**src/rtl/thirty_two_bit_one_two_demux_pkg.sv**
```systemverilog
// Shared constants for the 1:2 word demultiplexer and its per-output FIFOs.
// The optional push counters are enabled by the DEMUX_COUNT_EN macro.
package thirty_two_bit_one_two_demux_pkg;

    localparam int SIZE    = 32;
    localparam int DEPTH   = 2;
    localparam int COUNT_W = 16;

    localparam logic SEL_A = 1'b0;
    localparam logic SEL_B = 1'b1;

    localparam logic [1:0] FULL_COUNT = 2'(DEPTH);

endpackage

```
**src/rtl/thirty_two_bit_two_entry_fifo.sv**
```systemverilog
// Two-entry FIFO with 1-bit pointers; head reads as zero while empty.
// Push while full and pop while empty are ignored.
module thirty_two_bit_two_entry_fifo
    import thirty_two_bit_one_two_demux_pkg::*;
(
    input  logic            clock,
    input  logic            reset,
    input  logic            push,
    input  logic [SIZE-1:0] data_in,
    input  logic            pop,
    output logic [SIZE-1:0] data_out,
    output logic [1:0]      count
);

    logic [SIZE-1:0] mem [DEPTH];
    logic            wr_ptr;
    logic            rd_ptr;
    logic            do_push;
    logic            do_pop;

    assign do_push = push && (count != FULL_COUNT);
    assign do_pop  = pop && (count != 2'd0);

    always_ff @(posedge clock) begin
        if (reset) begin
            wr_ptr <= 1'b0;
            rd_ptr <= 1'b0;
            count  <= 2'd0;
        end else begin
            if (do_push) wr_ptr <= ~wr_ptr;
            if (do_pop)  rd_ptr <= ~rd_ptr;
            case ({do_push, do_pop})
                2'b10:   count <= count + 2'd1;
                2'b01:   count <= count - 2'd1;
                default: count <= count;
            endcase
        end
    end

    // Storage is not reset; emptiness is tracked by count alone.
    always_ff @(posedge clock) begin
        if (do_push) mem[wr_ptr] <= data_in;
    end

    assign data_out = (count != 2'd0) ? mem[rd_ptr] : '0;

endmodule

```
**src/rtl/thirty_two_bit_one_two_demux.sv**
```systemverilog
// Registered 1:2 word demultiplexer with an independent 2-entry FIFO per output.
// Define DEMUX_COUNT_EN to add the 16-bit per-output push counters a_count/b_count.
module thirty_two_bit_one_two_demux
    import thirty_two_bit_one_two_demux_pkg::*;
(
    input  logic               clock,
    input  logic               reset,
    input  logic [SIZE-1:0]    in_data,
    input  logic               in_sel,
    input  logic               in_valid,
    output logic               in_ready,
    output logic [SIZE-1:0]    a_data,
    output logic               a_valid,
    input  logic               a_ready,
    output logic [SIZE-1:0]    b_data,
    output logic               b_valid,
    input  logic               b_ready
`ifdef DEMUX_COUNT_EN
    ,
    output logic [COUNT_W-1:0] a_count,
    output logic [COUNT_W-1:0] b_count
`endif
);

    logic [1:0] a_fill;
    logic [1:0] b_fill;
    logic       push_a;
    logic       push_b;
    logic       pop_a;
    logic       pop_b;

    // Ready comes only from registered fill levels, never from the consumers.
    assign in_ready = (in_sel == SEL_B) ? (b_fill != FULL_COUNT) : (a_fill != FULL_COUNT);

    assign push_a = in_valid && in_ready && (in_sel == SEL_A);
    assign push_b = in_valid && in_ready && (in_sel == SEL_B);
    assign pop_a  = a_valid && a_ready;
    assign pop_b  = b_valid && b_ready;

    assign a_valid = (a_fill != 2'd0);
    assign b_valid = (b_fill != 2'd0);

    thirty_two_bit_two_entry_fifo fifo_a (
        .clock    (clock),
        .reset    (reset),
        .push     (push_a),
        .data_in  (in_data),
        .pop      (pop_a),
        .data_out (a_data),
        .count    (a_fill)
    );

    thirty_two_bit_two_entry_fifo fifo_b (
        .clock    (clock),
        .reset    (reset),
        .push     (push_b),
        .data_in  (in_data),
        .pop      (pop_b),
        .data_out (b_data),
        .count    (b_fill)
    );

`ifdef DEMUX_COUNT_EN
    always_ff @(posedge clock) begin
        if (reset) begin
            a_count <= '0;
            b_count <= '0;
        end else begin
            if (push_a) a_count <= a_count + 1'b1;
            if (push_b) b_count <= b_count + 1'b1;
        end
    end
`endif

endmodule

```
**config.mk**
```make
export PLATFORM = sky130hd
export DESIGN_NAME = thirty_two_bit_one_two_demux
export DESIGN_NICKNAME = d
export VERILOG_FILES = /design/src/rtl/thirty_two_bit_one_two_demux_pkg.sv /design/src/rtl/thirty_two_bit_two_entry_fifo.sv /design/src/rtl/thirty_two_bit_one_two_demux.sv
export SDC_FILE = /design/constraint.sdc
export NUM_CORES = 1
export LEC_CHECK = 0
export ABC_CLOCK_PERIOD_IN_PS = 2900
export CORE_MARGIN = 4
export CORE_UTILIZATION = 51
export DETAILED_ROUTE_END_ITERATION = 10
export HOLD_SLACK_MARGIN = 0.12
export PLACE_DENSITY_LB_ADDON = 0.15
export RECOVER_POWER = 100
export SLEW_MARGIN = 20
export SYNTH_ARGS = -nofsm -noshare
export SYNTH_HDL_FRONTEND = slang
export SYNTH_SLANG_ARGS = --single-unit
```
**constraint.sdc**
```tcl
create_clock -name clock -period 2.9 [get_ports clock]
set_input_delay 0.58 -clock clock [delete_from_list [all_inputs] [get_ports clock]]
set_output_delay 0.58 -clock clock [all_outputs]
set_load 0.005 [all_outputs]
```
**Word level (Yosys, flattened, before mapping)**

Memory sizes are Yosys's and may differ from the RTL's. A register that Yosys moved wholly into a read port is not among the register bits.
Index checks and enable logic that the tools add are counted.

- RAM bits: 128
- Logic and storage cells: 49
- Memories: 2
- Output and inout bits: 67
- Register bits: 8

- Bitwise logic cells: 5
- Reductions and logical operators: 13
- $add $sub $neg: 4
- Mux-type cells: 13
- Equal/unequal tests: 6

Memories:

| name | depth | width | read ports | clocked after memory_dff | wr ports | RTL line | text |
|---|---|---|---|---|---|---|---|
| fifo_a.mem | 2 | 32 | 1 | 1 | 1 | thirty_two_bit_two_entry_fifo.sv:15 | `logic [SIZE-1:0] mem [DEPTH];` |
| fifo_b.mem | 2 | 32 | 1 | 1 | 1 | thirty_two_bit_two_entry_fifo.sv:15 |  |

Operator list:

| operator | count |
|---|---|
| 32-bit 2-to-1 mux | 2 |
| 1-bit logical AND | 9 |
| 1-bit 2-to-1 mux | 9 |
| 2-bit one-hot mux with 2 select lines | 2 |
| 2-bit nonzero test | 4 |
| 1-bit NOT | 5 |
| 2-bit by 1-bit adder with 2-bit output, second input constant | 2 |
| 2-bit by 1-bit == test with 1-bit output, second input constant | 2 |
| 2-bit == test, second input constant | 2 |
| 2-bit inequality test, second input constant | 2 |
| 2-bit by 1-bit subtractor with 2-bit output, second input constant | 2 |

**Logic depth before layout (Yosys ltp)**

Gate-level depths: netlist (run 1).

- Depth after elaboration: 7
- Mapped depth: 6

**Cells and area by module**

A second synthesis (run 1) with hierarchy kept.

- Cell total of the unflattened synthesis: 333
- Area total of the unflattened synthesis: 5315.1 um^2

By module, submodules not included:

| module | times used | area each (um^2) | cells an instance |
|---|---|---|---|
| thirty_two_bit_two_entry_fifo | 2 | 2622.5 | 161 |
| thirty_two_bit_one_two_demux | 1 | 70.1 | 11 |

**Least setup slack after synthesis (run 1)**

No wires, ideal clock.

- Path kind: input to register
- Start: input in_valid
- End: memory fifo_b.mem[1][0] (enable)
- Cell stages on the path: 3
- Arrival: 2278 ps
- Slack: 201 ps
- Cells stage by stage: nand2_1 > or2_2 > nor2_1

- Longest elaborated chain between the ends: 5

Ends and longest elaborated chain:

| what | RTL line | text |
|---|---|---|
| start, declared | thirty_two_bit_one_two_demux.sv:10 | `input logic in_valid,` |
| 1-bit logical AND (2 in a row) | thirty_two_bit_one_two_demux.sv:36 | `assign push_b = in_valid && in_ready && (in_sel == SEL_B);` |
| 1-bit logical AND | thirty_two_bit_two_entry_fifo.sv:21 | `assign do_push = push && (count != FULL_COUNT);` |
| 1-bit 2-to-1 mux | thirty_two_bit_two_entry_fifo.sv:42 | `if (do_push) mem[wr_ptr] <= data_in;` |
| 1-bit 2-to-1 mux (not written as such) | thirty_two_bit_two_entry_fifo.sv:42 |  |
| end, declared | thirty_two_bit_two_entry_fifo.sv:15 |  |

Every way passes these cells.

**Worst setup path in the final report (run 1)**

- Start: register fifo_b.count[0]
- End: output b_data[0]

- Longest elaborated chain between the ends: 2

Ends and longest elaborated chain:

| what | RTL line | text |
|---|---|---|
| start, declared | thirty_two_bit_two_entry_fifo.sv:12 | `output logic [1:0] count` |
| start signal, assigned | thirty_two_bit_two_entry_fifo.sv:33 | `2'b10: count <= count + 2'd1;` |
| start signal, assigned | thirty_two_bit_two_entry_fifo.sv:34 | `2'b01: count <= count - 2'd1;` |
| start signal, assigned | thirty_two_bit_two_entry_fifo.sv:35 | `default: count <= count;` |
| 2-bit nonzero test | thirty_two_bit_two_entry_fifo.sv:45 | `assign data_out = (count != 2'd0) ? mem[rd_ptr] : '0;` |
| 32-bit 2-to-1 mux | thirty_two_bit_two_entry_fifo.sv:45 |  |
| end, declared | thirty_two_bit_one_two_demux.sv:15 | `output logic [SIZE-1:0] b_data,` |

Every way passes these cells.

==> out/qor.txt, run 1 <==
Clock-pin slew on the worst setup and hold paths -> 0.06 ns
Leakage dissipation -> 2.449 nW
Most frequent cells in the layout -> sky130_fd_sc_hd__edfxtp_1, sky130_fd_sc_hd__nor2_1, sky130_fd_sc_hd__mux2i_1
Count of unique library cells instantiated by Yosys -> 17
Cts-stage hold buffer count -> 0
Pwr per Cell Area -> 914.3 nW/µm²
Max-cap check violation count -> 0
Shortest period the worst path allows -> 2.785 ns
Cell Area, Synth -> 5268 µm²
Launch point of the worst path -> fifo_b.count[0]$_SDFFE_PP0P_
Stages on the worst setup path -> 3
Source-to-sink clock delay at the later pin of the worst-skew pair -> 0.51 ns
Capture point of the worst path -> b_data[0]
Initial antenna violation count -> 0
Relative slew slack -> 0.1327
Number of ports placed on the die boundary -> 105
Cell Chain, Critical Path -> nor2_4, nor2_1, dlygate4sd3_1
Sequential group share of total power -> 0.380
Std cell rows -> 36
Cell total after placement -> 565
Clock power share -> 0.322
Register bit count reported by yosys -> 138
Cell-internal power -> 4.671 mW
Maximum net fanout on the critical path -> 17
Post-CTS setup repair buffer count -> 0
Detailed-route DRC error count -> 0
Initial DRT Pass Iterations -> 4
Avg Vias per Cell -> 5.136
Cell chosen for the clock root -> sky130_fd_sc_hd__clkbuf_8
Per-cell routed wire length -> 18.45 µm
Cells resized by post-CTS repair -> 0
Floorplan die height -> 109.6 µm
Worst path setup slack after routing -> 0.1154 ns
Pre-CTS setup slack -> 0.4981 ns
Transition at the pin with the smallest max-transition slack -> 1.301 ns
Endpoints failing setup -> 0
Area overhead of the layout relative to synthesis -> 35.15%
Number of global-route vias before repair -> 3185
Pin count of the biggest net entering global routing -> 34
Start of the worst register-to-register path -> fifo_a.count[0]$_SDFFE_PP0P_
Remaining antenna violation count -> 0
Area of the core -> 9910 µm²
Net switching fraction of the power -> 0.2824
Die span in x -> 109.6 µm
Half-perimeter wire length of the detailed placement result -> 6.822 mm
Net Switching -> 1.838 mW
Final clock period utilization by the worst path -> 0.9602
Result of the run -> finished clean
Total congestion overflow after global routing -> 0
Post-layout nets -> 492
Clock Skews -> 0.008042 ns
Total number of clock tree sinks -> 138
Yosys warning total -> 0
Combinational power share -> 0.298
Count of antenna diodes in the layout -> 0
CTS tree -> done
Final Non-Filler Cells -> 597
Gp weighted congestion -> 0.7284
Synthesized netlist net count -> 370
Overall routing resource usage -> 0.1917
Type of the tightest min-delay check -> reg2reg
Starting DRT DRC Count -> 112
Logic depth of the worst register-to-register path -> 4
Total length of routed wires -> 11.02 mm
CP startpoint kind -> flip-flop
Number of buffers on the longest clock path -> 2
Wire length of the first global-routing pass -> 16.58 mm
Kind of cell with the highest combined delay on the critical path -> simple AND/OR/NAND/NOR gates
Detailed-route via count -> 3066
DIE AREA -> 12020 µm²
Arrival time worst endpoint -> 2.20 ns
Synth Instances -> 330
Final Max Tran Viols -> 0
Post-Route Setup TNS -> 0 ns
Leading cell type in the layout, fill and taps excluded -> sky130_fd_sc_hd__edfxtp_1
Effective utilization at floorplan -> 0.5316
RSZ-0062 raised after global routing -> no
Post-Syn Area per Cell -> 15.96 µm²
Number of buffers created by CTS -> 17
CTS HTree Levels -> 4
CP Buf/Inv Count -> 1
Layout cells sized above 1 -> 0.09698
Max Freq -> 359.1 MHz
Destination of the worst register-to-register timing path -> fifo_a.mem[1][18]$_DFFE_PP_
CP peak stage delay -> 0.61 ns
Worst path slowest cell -> sky130_fd_sc_hd__dlygate4sd3_1
Peak supply drop -> 0.5112 mV
Category of the most critical setup path -> reg2out
Register-to-register setup slack -> 0.67 ns
Sort of element at the end of the critical path -> output pin
Number of input and output port buffers inserted -> 104
Endpoints failing hold -> 0
Worst endpoint required time -> 2.32 ns
Sequential area share after synthesis -> 0.7677
## power groups by stage
stage	clock [mW]	combinational (mW)	sequential, mW
6_report	2.10	1.94	2.47
5_1_grt	2.23	2.12	2.49
4_1_cts	2.13	2.04	2.46
3_5_place_dp	0	2.02	2.50
3_3_place_gp	0	1.98	2.49
2_1_floorplan	0	0.947	2.44
## area by class of cell
| class | count | area [µm²] |
|---|---|---|
| clock inverter | 14 | 172.7 |
| inverter | 8 | 30.03 |
| tap | 133 | 166.4 |
| sequential | 138 | 4046 |
| multi-input combinational | 170 | 1155 |
| timing repair buffer | 117 | 1135 |
| clock buffer | 17 | 414.1 |
| fill | 690 | 2790 |
## cells in the mapped netlist, drive strengths merged
| master | instances | share of area |
|---|---|---|
| mux2i | 64 | 0.12 |
| nor2b | 2 | 0.0024 |
| edfxtp | 128 | 0.73 |
| buf | 13 | 0.012 |
| nand2 | 1 | 0.00071 |
| clkbuf | 2 | 0.0014 |
| xor2 | 4 | 0.0067 |
| o21ai | 6 | 0.0057 |
| ha | 2 | 0.0047 |
| a21oi | 5 | 0.0047 |
| nor2 | 75 | 0.053 |
| or3 | 4 | 0.0047 |
| or2 | 1 | 0.0012 |
| inv | 8 | 0.0057 |
| nand2b | 3 | 0.0036 |
| dfxtp | 10 | 0.038 |
| xnor2 | 2 | 0.0033 |
## tightest hold or removal path: stages, from the launching register on
cell                      delay, ns
sky130_fd_sc_hd__dfxtp_1       0.32
sky130_fd_sc_hd__o21ai_0       0.07
sky130_fd_sc_hd__a21oi_1       0.06
## per-stage QoR
| stage | util | power, mW | instance area (µm²) | hold slack [ns] |
|---|---|---|---|---|
| 2_1_floorplan | - | 3.382 | 5268 | 0.4627 |
| 3_3_place_gp | 0.6617 | 4.473 | 6558 | 0.4744 |
| 3_5_place_dp | 0.6617 | 4.517 | 6558 | 0.4869 |
| 4_1_cts | 0.7210 | 6.628 | 7144 | 0.4983 |
| 5_1_grt | 0.7184 | 6.836 | 7119 | 0.5272 |
| 6_report | 0.7184 | 6.509 | 7119 | 0.4994 |
## how the worst min path moves through the flow
stage	start	to	slack, ns	cells after the start
4_1_cts	fifo_a.wr_ptr$_SDFFE_PP0N_	fifo_a.wr_ptr$_SDFFE_PP0N_	0.50	2
5_1_grt	fifo_b.wr_ptr$_SDFFE_PP0N_	fifo_b.wr_ptr$_SDFFE_PP0N_	0.53	2
3_5_place_dp	fifo_a.wr_ptr$_SDFFE_PP0N_	fifo_a.wr_ptr$_SDFFE_PP0N_	0.49	2
2_1_floorplan	fifo_a.wr_ptr$_SDFFE_PP0N_	fifo_a.wr_ptr$_SDFFE_PP0N_	0.46	2
6_report	fifo_a.wr_ptr$_SDFFE_PP0N_	fifo_a.wr_ptr$_SDFFE_PP0N_	0.50	2
3_3_place_gp	fifo_b.wr_ptr$_SDFFE_PP0N_	fifo_b.wr_ptr$_SDFFE_PP0N_	0.47	2
## registers in the layout, summed over array words and instances, names as in the netlist, named ones only
signal	cells
fifo_a.count	2
fifo_a.mem	64
fifo_a.rd_ptr	1
fifo_a.wr_ptr	1
fifo_b.count	2
fifo_b.mem	64
fifo_b.rd_ptr	1
fifo_b.wr_ptr	1
## logic make-up (layout without fill, tap and decap cells)
kind of cell,Yosys count,count (layout),synth area share
compound gates,11,11,0.01045
xor+xnor,6,6,0.009976
fa+ha+maj,2,2,0.004750
buf+inv,23,156,0.01948
flops,138,138,0.7677
simple gates,86,87,0.06603
mux,64,64,0.1216
## routing by layer
layer | wire (µm) | GRT usage | up-vias
li1 | - | - | 1447
met1 | 4685 | 0.2443 | 1508
met2 | 5552 | 0.3187 | 98
met3 | 627 | 0.05226 | 13
met4 | 150 | 0.06500 | 0
met5 | 0 | 0 | -
No activity file was read; power rests on OpenSTA's default activity.
==> inputs of run 2 (changes only) <==
Settings changed: MAX_ROUTING_LAYER from default to met4.
==> run 2 against run 1 <==
  * Clock skew rose by 0.00092 ns
  * Combinational power is essentially flat
  * Power grew 0.15%
  * Flip-flop and latch count unchanged
  * Sequential power about the same
  * Clock power is essentially flat
  * Critical path depth grew 1
  * Global-route usage is 0.58 points higher
  * Worst hold slack got worse by 0.00064 ns
  * Design area stayed put
  * Sequential share of layout area unchanged
  * Critical endpoint is now b_data[13]
==> out/qor.txt, run 2 (synthesis gave the netlist of run 1 again) <==
Source-to-sink clock delay at the later pin of the worst-skew pair -> 0.51 ns
Layout cells sized above 1 -> 0.09698
Area overhead of the layout relative to synthesis -> 35.15%
Worst path setup slack after routing -> 0.1098 ns
Starting DRT DRC Count -> 94
Endpoints failing setup -> 0
Category of the most critical setup path -> reg2out
Number of global-route vias before repair -> 3180
Final clock period utilization by the worst path -> 0.9621
Shortest period the worst path allows -> 2.790 ns
Final Max Tran Viols -> 0
Pre-CTS setup slack -> 0.4981 ns
Number of buffers on the longest clock path -> 2
CTS tree -> done
Initial DRT Pass Iterations -> 4
Effective utilization at floorplan -> 0.5316
Wire length of the first global-routing pass -> 16.60 mm
CP peak stage delay -> 0.59 ns
Peak supply drop -> 0.5129 mV
Die span in x -> 109.6 µm
CP startpoint kind -> flip-flop
Half-perimeter wire length of the detailed placement result -> 6.822 mm
Arrival time worst endpoint -> 2.21 ns
Final Non-Filler Cells -> 597
Pwr per Cell Area -> 915.7 nW/µm²
Capture point of the worst path -> b_data[13]
Result of the run -> finished clean
Count of antenna diodes in the layout -> 0
Start of the worst register-to-register path -> fifo_a.count[0]$_SDFFE_PP0P_
Cell total after placement -> 565
Clock Skews -> 0.008959 ns
Floorplan die height -> 109.6 µm
Leading cell type in the layout, fill and taps excluded -> sky130_fd_sc_hd__edfxtp_1
Total congestion overflow after global routing -> 0
Total number of clock tree sinks -> 138
Max Freq -> 358.4 MHz
RSZ-0062 raised after global routing -> no
Utilization after layout -> 0.7184
Regs by FF count -> fifo_a.mem x64, fifo_b.mem x64
Relative slew slack -> 0.1057
Number of input and output port buffers inserted -> 104
Type of the tightest min-delay check -> reg2reg
DIE AREA -> 12020 µm²
Total length of routed wires -> 11.04 mm
Std cell rows -> 36
Worst path slowest cell -> sky130_fd_sc_hd__dlygate4sd3_1
Leakage dissipation -> 2.435 nW
Post-layout nets -> 492
Cell chosen for the clock root -> sky130_fd_sc_hd__clkbuf_8
FILL cells -> 691
Detailed-route DRC error count -> 0
Max-cap check violation count -> 0
CTS HTree Levels -> 4
Number of buffers created by CTS -> 17
Post-CTS setup repair buffer count -> 0
Gp weighted congestion -> 0.7372
Cell Chain, Critical Path -> buf_12, mux2i_1, nor2_1, dlygate4sd3_1
Detailed-route via count -> 3067
Remaining antenna violation count -> 0
Worst endpoint required time -> 2.32 ns
Post-Route Setup TNS -> 0 ns
Sort of element at the end of the critical path -> output pin
Overall routing resource usage -> 0.1974
Area of the core -> 9910 µm²
Maximum net fanout on the critical path -> 14
Avg Vias per Cell -> 5.137
Most frequent cells in the layout -> sky130_fd_sc_hd__edfxtp_1, sky130_fd_sc_hd__nor2_1, sky130_fd_sc_hd__mux2i_1
Per-cell routed wire length -> 18.50 µm
Number of ports placed on the die boundary -> 105
Logic depth of the worst register-to-register path -> 4
Destination of the worst register-to-register timing path -> fifo_a.mem[1][18]$_DFFE_PP_
Clock-pin slew on the worst setup and hold paths -> 0.06 ns
Endpoints failing hold -> 0
Pin count of the biggest net entering global routing -> 34
Transition at the pin with the smallest max-transition slack -> 1.341 ns
Initial antenna violation count -> 0
Register-to-register setup slack -> 0.63 ns
==> run 2: final cells by class <==
cell class | instances | area (µm²) | area share
timing repair buffer | 117 | 1135 | 0.1594
multi-input combinational | 170 | 1155 | 0.1622
clock buffer | 17 | 414.1 | 0.05817
clock inverter | 14 | 172.7 | 0.02425
sequential | 138 | 4046 | 0.5684
inverter | 8 | 30.03 | 0.004218
tap | 133 | 166.4 | 0.02337
==> run 2: metal layers <==
metal,wire length (µm),GRT usage,part of all wire,up-vias
met5,0,-,0,-
met4,180,0.06500,0.016,0
met3,588,0.04874,0.053,12
met2,5640,0.3187,0.51,109
met1,4634,0.2471,0.42,1501
li1,-,-,-,1445
==> run 2: worst min-delay path by stage <==
stage / end / slack, ns / cells past startpoint / start
after floorplan: fifo_a.wr_ptr$_SDFFE_PP0N_ / 0.46 / 2 / fifo_a.wr_ptr$_SDFFE_PP0N_
after global placement: fifo_b.wr_ptr$_SDFFE_PP0N_ / 0.47 / 2 / fifo_b.wr_ptr$_SDFFE_PP0N_
after detailed placement: fifo_a.wr_ptr$_SDFFE_PP0N_ / 0.49 / 2 / fifo_a.wr_ptr$_SDFFE_PP0N_
after CTS: fifo_a.wr_ptr$_SDFFE_PP0N_ / 0.50 / 2 / fifo_a.wr_ptr$_SDFFE_PP0N_
after global routing: fifo_b.wr_ptr$_SDFFE_PP0N_ / 0.53 / 2 / fifo_b.wr_ptr$_SDFFE_PP0N_
final: fifo_a.wr_ptr$_SDFFE_PP0N_ / 0.50 / 2 / fifo_a.wr_ptr$_SDFFE_PP0N_
==> run 2: critical path: cells and delay by family (launching register included) <==
family	cells	cell delay, ns
buf+inv	2	0.82
flops	1	0.58
mux	1	0.23
simple gates	1	0.06
==> run 2: repair_timing <==
item / 4_1_cts / 5_1_grt
endpoints found under the setup margin: 0 / 29
hold buffers: 0 / 0
gates resized for setup: 0 / 1
==> run 2: per-stage QoR <==
| step | power [mW] | area [µm²] | hold WS, ns |
|---|---|---|---|
| after floorplan | 3.382 | 5268 | 0.4627 |
| after global placement | 4.473 | 6558 | 0.4744 |
| after detailed placement | 4.517 | 6558 | 0.4869 |
| after CTS | 6.628 | 7144 | 0.4983 |
| after global routing | 6.846 | 7119 | 0.5272 |
| final | 6.519 | 7119 | 0.4988 |
==> run 2: power breakdown <==
part | switching [mW] | total, mW | internal (mW) | leakage, nW
logic | 0.932 | 1.95 | 1.02 | 0.903
registers | 0.122 | 2.47 | 2.35 | 1.26
clock network | 0.785 | 2.09 | 1.31 | 0.275
==> inputs of run 3 (changes only) <==
Settings changed: PLACE_DENSITY from default to 0.86, PLACE_DENSITY_LB_ADDON 0.15 to default, SLEW_MARGIN 20 to 10.
==> run 3 against run 2 <==
  * Wire length increased by 0.73%
  * Via count increased by 1.8%
  * Register-to-register slack got worse by 0.10 ns
  * Clock skew decreased by 0.00090 ns
  * Critical path depth unchanged
  * Global-route usage increased by 0.46 points
  * Die area unchanged
  * Largest power group unchanged
  * Sequential power about the same
  * Setup slack improved by 0.017 ns
  * Combinational power about the same
  * Worst hold slack improved by 0.0066 ns
  * Maximum frequency increased by 0.61%
==> out/qor.txt, run 3 (synthesis gave the netlist of run 1 again) <==
Category of the most critical setup path -> reg2out
Remaining antenna violation count -> 0
Floorplan die height -> 109.6 µm
Layout cells sized above 1 -> 0.09188
CP peak stage delay -> 0.61 ns
Arrival time worst endpoint -> 2.19 ns
Number of global-route vias before repair -> 3244
Area of the core -> 9910 µm²
Cell Chain, Critical Path -> nor2_4, clkbuf_2, nor2_1, dlygate4sd3_1
Die span in x -> 109.6 µm
Shortest period the worst path allows -> 2.773 ns
Final Cell Area -> 7111 µm²
Number of buffers created by CTS -> 17
Most frequent cells in the layout -> sky130_fd_sc_hd__edfxtp_1, sky130_fd_sc_hd__nor2_1, sky130_fd_sc_hd__dlygate4sd3_1
Clock Skews -> 0.008062 ns
RSZ-0062 raised after global routing -> no
Total length of routed wires -> 11.12 mm
Result of the run -> finished clean
Worst path slowest cell -> sky130_fd_sc_hd__dlygate4sd3_1
Post-layout nets -> 496
Detailed-route DRC error count -> 0
CP startpoint kind -> flip-flop
Number of ports placed on the die boundary -> 105
Std cell rows -> 36
Clock-pin slew on the worst setup and hold paths -> 0.06 ns
Regs by FF count -> fifo_a.mem x64, fifo_b.mem x64
Max Freq -> 360.6 MHz
Post-Route Setup TNS -> 0 ns
Max-cap check violation count -> 0
Source-to-sink clock delay at the later pin of the worst-skew pair -> 0.52 ns
Leading cell type in the layout, fill and taps excluded -> sky130_fd_sc_hd__edfxtp_1
Per-cell routed wire length -> 18.45 µm
Type of the tightest min-delay check -> reg2reg
Endpoints failing hold -> 0
Number of buffers on the longest clock path -> 2
Total congestion overflow after global routing -> 0
Peak supply drop -> 0.6421 mV
Pwr per Cell Area -> 908.1 nW/µm²
Final Max Tran Viols -> 0
Overall routing resource usage -> 0.2020
Gp weighted congestion -> 0.7650
Transition at the pin with the smallest max-transition slack -> 1.235 ns
Leakage dissipation -> 2.482 nW
Initial DRT Pass Iterations -> 4
Initial antenna violation count -> 2
CTS HTree Levels -> 4
Detailed-route via count -> 3123
Final Non-Filler Cells -> 603
Endpoints failing setup -> 0
CTS tree -> done
Pin count of the biggest net entering global routing -> 23
CP Buf/Inv Count -> 2
Final clock period utilization by the worst path -> 0.9563
Avg Vias per Cell -> 5.179
Number of input and output port buffers inserted -> 104
Area overhead of the layout relative to synthesis -> 34.99%
Dpl cell area -> 6545 µm²
DIE AREA -> 12020 µm²
Cell total after placement -> 565
Half-perimeter wire length of the detailed placement result -> 7.006 mm
Cell chosen for the clock root -> sky130_fd_sc_hd__clkbuf_8
Effective utilization at floorplan -> 0.5316
Starting DRT DRC Count -> 155
Kind of cell with the highest combined delay on the critical path -> buffers and inverters
Wire length of the first global-routing pass -> 16.87 mm
Maximum net fanout on the critical path -> 15
Relative slew slack -> 0.1765
Total design power -> 6.457 mW
Worst endpoint required time -> 2.32 ns
Sort of element at the end of the critical path -> output pin
Total number of clock tree sinks -> 138
[run 3: repair_timing]
action / in CTS / in global routing
gates resized for setup: 0 / 0
endpoints found under the setup margin: 0 / 6
setup buffers: 0 / 5
hold buffers: 0 / 0
[run 3: worst paths after layout]
kind / slack (ns) / to / depth (start not counted) / from
worst max register to register: 0.53 / fifo_a.mem[0][19]$_DFFE_PP_ / 4 / fifo_a.count[0]$_SDFFE_PP0P_
worst min-delay path: 0.51 / fifo_b.wr_ptr$_SDFFE_PP0N_ / 2 / fifo_b.wr_ptr$_SDFFE_PP0N_
worst min register to register: 0.51 / fifo_b.wr_ptr$_SDFFE_PP0N_ / 2 / fifo_b.wr_ptr$_SDFFE_PP0N_
worst max-delay path: 0.13 / a_data[20] / 4 / fifo_a.count[0]$_SDFFE_PP0P_
[run 3: cell type report]
cell class	instances	area, µm²
Antenna cell	2	5.005
Clock buffer	18	417.9
Clock inverter	13	152.6
Fill cell	664	2799
Inverter	8	30.03
Multi-Input combinational cell	169	1139
Sequential cell	138	4046
Tap cell	133	166.4
Timing Repair Buffer	122	1154
[run 3: metrics by stage]
step | setup WS, ns | hold slack (ns) | util
2_1_floorplan | 0.2011 | 0.4627 | -
3_3_place_gp | 0.5345 | 0.4706 | 0.6605
3_5_place_dp | 0.5040 | 0.4932 | 0.6605
4_1_cts | 0.05013 | 0.5009 | 0.7181
5_1_grt | 0.03253 | 0.5312 | 0.7176
6_report | 0.1268 | 0.5054 | 0.7176
[run 3: per-layer routing]
metal | track usage | vias to the layer above | share of wire
li1 | - | 1451 | -
met4 | 0.06411 | 0 | 0.012
met1 | 0.2362 | 1550 | 0.42
met3 | 0.06342 | 12 | 0.057
met5 | - | - | 0
met2 | 0.3352 | 110 | 0.51
[run 3: power by group]
part / switching, mW / internal, mW
Combinational: 0.928 / 1.00
Sequential: 0.102 / 2.35
Clock: 0.776 / 1.30
[run 3: worst register-to-register path, cell delays in order, from the launching register on]
cell and delay [ns]:
sky130_fd_sc_hd__dfxtp_1 0.48, sky130_fd_sc_hd__nor2b_1 0.11, sky130_fd_sc_hd__or3_1 0.39, sky130_fd_sc_hd__inv_1 0.09, sky130_fd_sc_hd__clkbuf_1 0.91
